File: config.mk
export PLATFORM = sky130hd
export DESIGN_NAME = regs_port_ctrl
export DESIGN_NICKNAME = d
export VERILOG_FILES = /design/src/rtl/regs_ctrl_pkg.sv /design/src/rtl/regs_io_fifo.sv /design/src/rtl/regs_port_ctrl.sv
export SDC_FILE = /design/constraint.sdc
export NUM_CORES = 1
export LEC_CHECK = 0
export ABC_AREA = 1
export BUFFER_PORTS_ARGS = -buffer_cell sky130_fd_sc_hd__buf_4
export CORE_MARGIN = 5
export CORE_UTILIZATION = 30
export DETAILED_ROUTE_END_ITERATION = 8
export SLEW_MARGIN = 20
export SYNTH_ARGS = -nofsm -noshare
export SYNTH_HDL_FRONTEND = slang
export SYNTH_SLANG_ARGS = --single-unit
File: constraint.sdc
create_clock -name clock -period 2.55 [get_ports clock]
set_input_delay 0.51 -clock clock [delete_from_list [all_inputs] [get_ports clock]]
set_output_delay 0.51 -clock clock [all_outputs]
set_load 0.005 [all_outputs]
File: src/rtl/regs_ctrl_pkg.sv
// Shared types and constants for the register-file
// write-port controller.
package regs_ctrl_pkg;

  localparam int NUM_REGS = 32;
  localparam int REG_AW = 5;
  localparam logic [REG_AW-1:0] REG_ZERO = 5'd0;

  typedef enum logic {
    ST_IDLE,
    ST_CLEAR
  } state_e;

  typedef struct packed {
    logic [REG_AW-1:0] rd;
    logic [31:0]       data;
  } io_wr_t;

endpackage

File: src/rtl/regs_io_fifo.sv
// Synchronous FIFO of queued I/O register writes.
// Head is read straight from storage.
module regs_io_fifo
  import regs_ctrl_pkg::*;
#(
  parameter int DEPTH = 2,
  localparam int AW = $clog2(DEPTH),
  localparam int CW = AW + 1
) (
  input  logic          clock,
  input  logic          reset,
  input  logic          push,
  input  io_wr_t        push_d,
  input  logic          pop,
  output io_wr_t        head,
  output logic          full,
  output logic          empty,
  output logic [CW-1:0] count
);

  io_wr_t          mem_q [DEPTH];
  logic [AW-1:0]   wptr_q;
  logic [AW-1:0]   rptr_q;
  logic [CW-1:0]   cnt_q;
  logic [CW-1:0]   cnt_d;

  assign full  = (cnt_q == CW'(DEPTH));
  assign empty = (cnt_q == '0);
  assign count = cnt_q;
  assign head  = mem_q[rptr_q];

  always_comb begin
    cnt_d = cnt_q;
    if (push && !pop) cnt_d = cnt_q + 1'b1;
    if (!push && pop) cnt_d = cnt_q - 1'b1;
  end

  always_ff @(posedge clock) begin
    if (reset) begin
      wptr_q <= '0;
      rptr_q <= '0;
      cnt_q  <= '0;
    end else begin
      if (push) wptr_q <= wptr_q + 1'b1;
      if (pop)  rptr_q <= rptr_q + 1'b1;
      cnt_q <= cnt_d;
    end
  end

  always_ff @(posedge clock) begin
    if (push) mem_q[wptr_q] <= push_d;
  end

endmodule

File: src/rtl/regs_port_ctrl.sv
// Arbitrates the register-file write port between WB,
// queued I/O writes and the register-clear sequence.
module regs_port_ctrl #(
  parameter int IO_DEPTH = 2,
  parameter int NUM_REGS = 32
) (
  input  logic                      clock,
  input  logic                      reset,
  input  logic                      wb_write,
  input  logic [4:0]                wb_reg,
  input  logic [31:0]               wb_data,
  input  logic                      io_valid,
  output logic                      io_ready,
  input  logic [4:0]                io_reg,
  input  logic [31:0]               io_data,
  input  logic                      clr_req,
  output logic                      clr_busy,
  output logic                      clr_done,
  output logic                      stall,
  output logic                      wb_drop,
  output logic [$clog2(IO_DEPTH):0] io_count,
  output logic                      write,
  output logic [4:0]                write_reg,
  output logic [31:0]               write_data
);
  import regs_ctrl_pkg::*;

  localparam logic [REG_AW-1:0] LAST =
    REG_AW'(NUM_REGS - 1);

  state_e            state_q, state_d;
  logic [REG_AW-1:0] clr_cnt_q, clr_cnt_d;
  logic              drop_q, drop_d;
  logic              pop, full, empty, wb_hit;
  io_wr_t            head, push_d;

  assign push_d   = '{rd: io_reg, data: io_data};
  assign io_ready = !full;
  assign clr_busy = (state_q == ST_CLEAR);
  assign stall    = clr_busy;
  assign wb_drop  = drop_q;
  assign wb_hit   = wb_write && (wb_reg != REG_ZERO);

  regs_io_fifo #(.DEPTH(IO_DEPTH)) u_fifo (
    .clock  (clock),
    .reset  (reset),
    .push   (io_valid && !full),
    .push_d (push_d),
    .pop    (pop),
    .head   (head),
    .full   (full),
    .empty  (empty),
    .count  (io_count)
  );

  always_comb begin
    state_d    = state_q;
    clr_cnt_d  = clr_cnt_q;
    drop_d     = drop_q;
    pop        = 1'b0;
    clr_done   = 1'b0;
    write      = 1'b0;
    write_reg  = REG_ZERO;
    write_data = '0;
    unique case (state_q)
      ST_IDLE: begin
        if (wb_hit) begin
          write      = 1'b1;
          write_reg  = wb_reg;
          write_data = wb_data;
        end else if (!empty) begin
          // A zero-target head is consumed silently.
          pop        = 1'b1;
          write      = (head.rd != REG_ZERO);
          write_reg  = head.rd;
          write_data = head.data;
        end
        if (clr_req) begin
          state_d   = ST_CLEAR;
          clr_cnt_d = '0;
        end
      end
      ST_CLEAR: begin
        write     = 1'b1;
        write_reg = clr_cnt_q;
        clr_cnt_d = clr_cnt_q + 1'b1;
        if (wb_write) drop_d = 1'b1;
        if (clr_cnt_q == LAST) begin
          clr_done = 1'b1;
          state_d  = ST_IDLE;
        end
      end
    endcase
  end

  always_ff @(posedge clock) begin
    if (reset) begin
      state_q   <= ST_IDLE;
      clr_cnt_q <= '0;
      drop_q    <= 1'b0;
    end else begin
      state_q   <= state_d;
      clr_cnt_q <= clr_cnt_d;
      drop_q    <= drop_d;
    end
  end

endmodule

# Word level (Yosys, flattened, before mapping)
# Memory sizes are Yosys's and may differ from the RTL's. A register that Yosys moved wholly into a read port is not among the register bits.
# Index checks and enable logic that the tools add are counted.
[totals]
regBits = 11
latch_bits = 0
ram_bits = 74
rom_bits = 0
in_bits = 79
output_inout_bits = 45
word_cells = 53
memories = 1
[memory_table]
columns = ["name", "words", "word_bits", "rd", "rd_ports_with_merged_regs", "wr", "line_no", "source"]
rows = [
  ["u_fifo.mem_q", 2, 37, 1, 1, 1, "regs_io_fifo.sv:21", "io_wr_t mem_q [DEPTH];"],
]
[op_classes]
n_addsub = 5
mul = 0
div_mod_pow = 0
magnitude_cmp = 0
eq_ne = 3
shifts = 0
n_mux = 25
n_bitwise = 1
n_reduce_logical = 12
[op_table]
columns = ["op", "n"]
rows = [
  ["32-bit 2-to-1 mux", 3],
  ["5-bit case mux with 2 select lines", 2],
  ["5-bit 2-to-1 mux", 3],
  ["1-bit 2-to-1 mux", 13],
  ["5-bit nonzero test", 2],
  ["5-bit by 1-bit adder with 5-bit output, second input constant", 1],
  ["5-bit equality test, second input constant", 1],
  ["1-bit logical AND", 4],
  ["2-bit 2-to-1 mux", 2],
  ["1-bit case mux with 2 select lines", 2],
  ["1-bit logical NOT", 3],
  ["1-bit adder, second input constant", 2],
  ["2-bit by 1-bit adder with 2-bit output, second input constant", 1],
  ["2-bit equality test, second input constant", 1],
  ["2-bit logical NOT", 1],
  ["2-bit inequality test, second input constant", 1],
  ["2-bit AND reduction", 1],
  ["2-bit nonzero test", 1],
  ["2-bit by 1-bit subtractor with 2-bit output, second input constant", 1],
  ["1-bit inverter", 1],
]

# Logic depth before layout (Yosys ltp)
[logic_depth]
ltp_word = 8
ltp_mapped = 10

# By module
# A second synthesis with hierarchy kept.
[hier_totals]
hier_cells = 411
area_unflattened_um2 = 4404.2
[by_module_without_submodules]
columns = ["module", "instances", "cells_each", "area_each_um2", "seq_area_each_um2"]
rows = [
  ["regs_io_fifo", 1, 148, 3047.9, 2322.2],
  ["regs_port_ctrl", 1, 263, 1356.3, 140.1],
]

# Worst setup path before layout
# Ideal clock, no wire load.
[synth_path]
path_type = "flip-flop to flip-flop"
from = "register u_fifo.cnt_q[0] (netlist: u_fifo.count[0])"
to = "memory u_fifo.mem_q[1][0] (netlist name), enable pin"
t_arrival_ns = 2.243
required_ns = 2.117
slack_ns = -0.126
path_stages_with_launch = 5
path_buffers = 0
cell_sequence = "dfxtp_1 -> inv_1 -> nand2_1 -> nand2_1 -> nor2_1"
[synth_via]
elab_chain_len = 5
[synth_rtl]
columns = ["item", "line_no", "source"]
rows = [
  ["start, declared", "regs_io_fifo.sv:24", "logic [CW-1:0] cnt_q;"],
  ["start signal, assigned", "regs_io_fifo.sv:46", "cnt_q <= cnt_d;"],
  ["2-bit equality test", "regs_io_fifo.sv:27", "assign full = (cnt_q == CW'(DEPTH));"],
  ["1-bit logical NOT", "--", ""],
  ["via io_ready", "regs_port_ctrl.sv:13", "output logic io_ready,"],
  ["1-bit logical AND", "regs_port_ctrl.sv:47", ".push (io_valid && !full),"],
  ["1-bit 2-to-1 mux", "regs_io_fifo.sv:51", "if (push) mem_q[wptr_q] <= push_d;"],
  ["1-bit 2-to-1 mux (implied by the code)", "regs_io_fifo.sv:51", ""],
  ["end, declared", "regs_io_fifo.sv:21", ""],
]
# The timed path passes the listed nets, and every way through them passes these cells.

# Final worst setup path
[layout_path]
from = "register u_fifo.cnt_q[1] (netlist: u_fifo.count[1])"
to = "output write_reg[2]"
[layout_via]
elab_chain_len = 4
[layout_rtl]
columns = ["item", "line_no", "source"]
rows = [
  ["2-bit logical NOT", "regs_io_fifo.sv:28", "assign empty = (cnt_q == '0);"],
  ["5-bit 2-to-1 mux", "regs_port_ctrl.sv:71", "end else if (!empty) begin"],
  ["5-bit 2-to-1 mux", "regs_port_ctrl.sv:67", "if (wb_hit) begin"],
  ["5-bit case mux with 2 select lines", "regs_port_ctrl.sv:65", "unique case (state_q)"],
  ["end, declared", "regs_port_ctrl.sv:23", "output logic [4:0] write_reg,"],
]
# Every way passes these cells.

==> results.ini <==
[run_status]
status = finished clean

[timing]
tightest_slew_ps = 344
setup_ws_ps = 302
final-setup-viol-count = 0
slew_headroom = 0.769
fin_crit_ps = 2250
hold_violations = 0
fmax_mhz = 445
setup_tns_ps = 0
skew_ps = 7.14
rsz0062_at_grt = no
maxSlewViolCount = 0
fin_crit_sh = 0.882

[cts]
clock_path_buffers = 2
cts_tree = yes
clk_latency_ps = 320
cts-buffers-inserted = 9
cts.clk_slew.worst_paths_ps = 60
cts_setup_buffers = 0
post_cts_resized = 0
cts_root_buf = clkbuf_16
cts_sinks = 86
ctsHoldBuffers = 0
htreeDepth = 3

[placement]
globalplace.congestion = 0.797
portBuffers = 123
dp_slack_ps = 410
dpl.hpwl_microns = 6560

[synthesis]
yosysTopAreaCell = edfxtp_1
synth_cells = 309
synth.top_cells.by_area = edfxtp_1 (57%), o22ai_2 (9.6%), mux2i_1 (8.2%)
post_synth.cell_area_avg_sq_um = 12.7
yosys_warnings = 0
ys_ff_latch = 86
synth_nets = 391
synth_cell_types = 26
synth_area_sq_um = 3920
synth-seq-area-share = 0.628
synth_top_area_share = 0.567

[hold_path]
min_path_type = input pin to flip-flop
whs_path_depth = 1
holdPathEnd = u_fifo.mem_q[1][26]$_DFFE_PP_
min_from = io_data[26]

[global_routing]
grt_pass1_vias = 2861
grt_start_max_net_pins = 33
grt_use_total = 0.112
antenna_found_initial = 0
grt_overflow = 0
grt_pass1_wl_microns = 14100

[setup_path]
critPathKind = flip-flop to primary output
r2r-end = u_fifo.count[1]$_SDFFE_PP0P_
crit_path_start_kind = flip-flop
critical_path_arrival_ps = 1740
r2r_setup_slack_ps = 600
crit_required_ps = 2040
endpoint_kind = primary output
r2r_start = u_fifo.count[1]$_SDFFE_PP0P_
critPathMaxFanout = 17
r2r_cells = 9

[die]
fp.dieArea_sq_um = 15500
core_sq_um = 12700
die_w_microns = 124
io_pins = 124
row_count = 41
initial_core_util = 0.308
fp.dieH_microns = 124

[power_and_ir_drop]
total_power_mw = 3.77
vdd_drop_max_uv = 336
power_leakage_nw = 2.25
powerDensity_nw_per_um2 = 703

[detailed_routing]
wl_met2_microns = 4340
postRouteAntennaNets = 0
viasPerCell = 4.35
drt-met1-wl_microns = 3820
drtIter0Drc = 113
wl_per_cell_microns = 14.2
routed_wl_microns = 8770
vias = 2681
dr.max_layer_used = met4
first_pass_iters = 4
dr_wl_met3_microns = 526
drc = 0

[cells_and_area]
antenna_cells = 0
synthToLayoutAreaGrowth_pct = 36.9
drive_gt1_frac = 0.413
nFillCells = 1225
multi_input_area_sq_um = 1200
nets = 522
regArea_sq_um = 2460

[flow_run]
maxCapViolCount = 0

==> flip-flops by register name, summed over array words and instances, names as in the netlist, named ones only <==
| register | cells |
|---|---|
| u_fifo.mem_q | 74 |
| u_fifo.wptr_q | 1 |
| clr_cnt_q | 5 |
| clr_busy | 1 |
| u_fifo.count | 2 |
| u_fifo.rptr_q | 1 |
| wb_drop | 1 |
==> logic make-up (layout without fill, tap and decap cells) <==
logic type	count (synthesis)	count (layout)	share of synthesized area
AO/OA/AOI/OAI	46	46	0.117
adder cells (fa/ha/maj)	3	3	0.00957
buffers and inverters	58	194	0.0692
AND/OR/NAND/NOR	84	84	0.0944
multiplexers	32	32	0.0817
flip-flops	86	86	0.628
==> critical path, cell delays in order, from the launching register on <==
cell and delay (ps):
dfxtp_1 370, nor2_1 170, inv_1 130, nand3_4 100, buf_4 270, inv_1 100, nand2_1 80, nand2_1 50
buf_4 130
==> synthesized netlist by cell type <==
cell type / count
mux2i_1: 32
nand2_1: 48
buf_2: 1
a21oi_1: 11
clkbuf_4: 2
nand3_2: 2
nand3_4: 1
nand2_4: 1
ha_1: 3
o21ai_0: 2
buf_4: 6
clkbuf_1: 1
or2_2: 1
and3_1: 1
dfxtp_1: 12
edfxtp_1: 74
nor2_1: 18
o22ai_1: 2
buf_6: 3
nand4_1: 1
inv_2: 1
o22ai_2: 30
nor3_1: 3
nand3_1: 8
a21boi_0: 1
inv_1: 44
==> worst max path at each step <==
stage,startpoint,endpoint,slack (ps),cells after the start
6_report,u_fifo.count[1]$_SDFFE_PP0P_,write_reg[2],300,8
5_1_grt,u_fifo.count[1]$_SDFFE_PP0P_,write_reg[2],110,8
4_1_cts,u_fifo.count[1]$_SDFFE_PP0P_,write_reg[2],250,8
3_5_place_dp,wb_reg[3],write_reg[2],410,10
3_3_place_gp,wb_reg[3],write_reg[2],420,10
2_1_floorplan,u_fifo.count[0]$_SDFFE_PP0P_,u_fifo.mem_q[1][0]$_DFFE_PP_,480,4
==> cell usage in the layout (no fill, tap or decap) <==
master      instances
clkbuf_16           9
clkbuf_1            3
and3_1              1
o22ai_1             2
ha_1                3
a21boi_0            1
nor2_1             16
dfxtp_1            11
nor3_1              3
clkinvlp_4          1
dfxtp_2             1
buf_4             132
o22ai_2            30
inv_1              44
mux2i_1            32
nand3_4             1
nand3_2             2
nand4_1             1
bufinv_16           2
nand2_4             1
inv_2               1
clkinv_1            1
nand2_1            48
o21ai_0             2
edfxtp_1           74
nor2_4              2
or2_2               1
nand3_1             8
a21oi_1            11
buf_12              1
==> power breakdown <==
part / total, mW / switching, mW / internal [mW]
Combinational: 0.728 / 0.372 / 0.355
Clock: 1.34 / 0.488 / 0.856
Sequential: 1.70 / 0.0397 / 1.66
==> routing by layer <==
metal | global-route usage | up-vias
li1 | - | 1342
met1 | 0.133 | 1252
met2 | 0.193 | 81
met3 | 0.0390 | 6
met4 | 0.0329 | 0
met5 | 0 | -
==> per-stage QoR <==
stage / instances / instance area (sq um) / util / hold slack (ps)
floorplan: 309 / 3930 / - / 455
global placement: 601 / 5060 / 0.398 / 459
detailed placement: 601 / 5060 / 0.398 / 467
CTS: 617 / 5370 / 0.422 / 353
global route: 617 / 5370 / 0.422 / 347
finish: 617 / 5370 / 0.422 / 367
==> layout make-up <==
type,count,area share
clock buffers,12,0.0440
inverters,45,0.0315
clock inverters,4,0.0133
multi-input cells,165,0.224
well taps,172,0.0401
repair buffers,133,0.188
flip-flops and latches,86,0.459
Note: power is estimated with default switching activity, not from simulation.
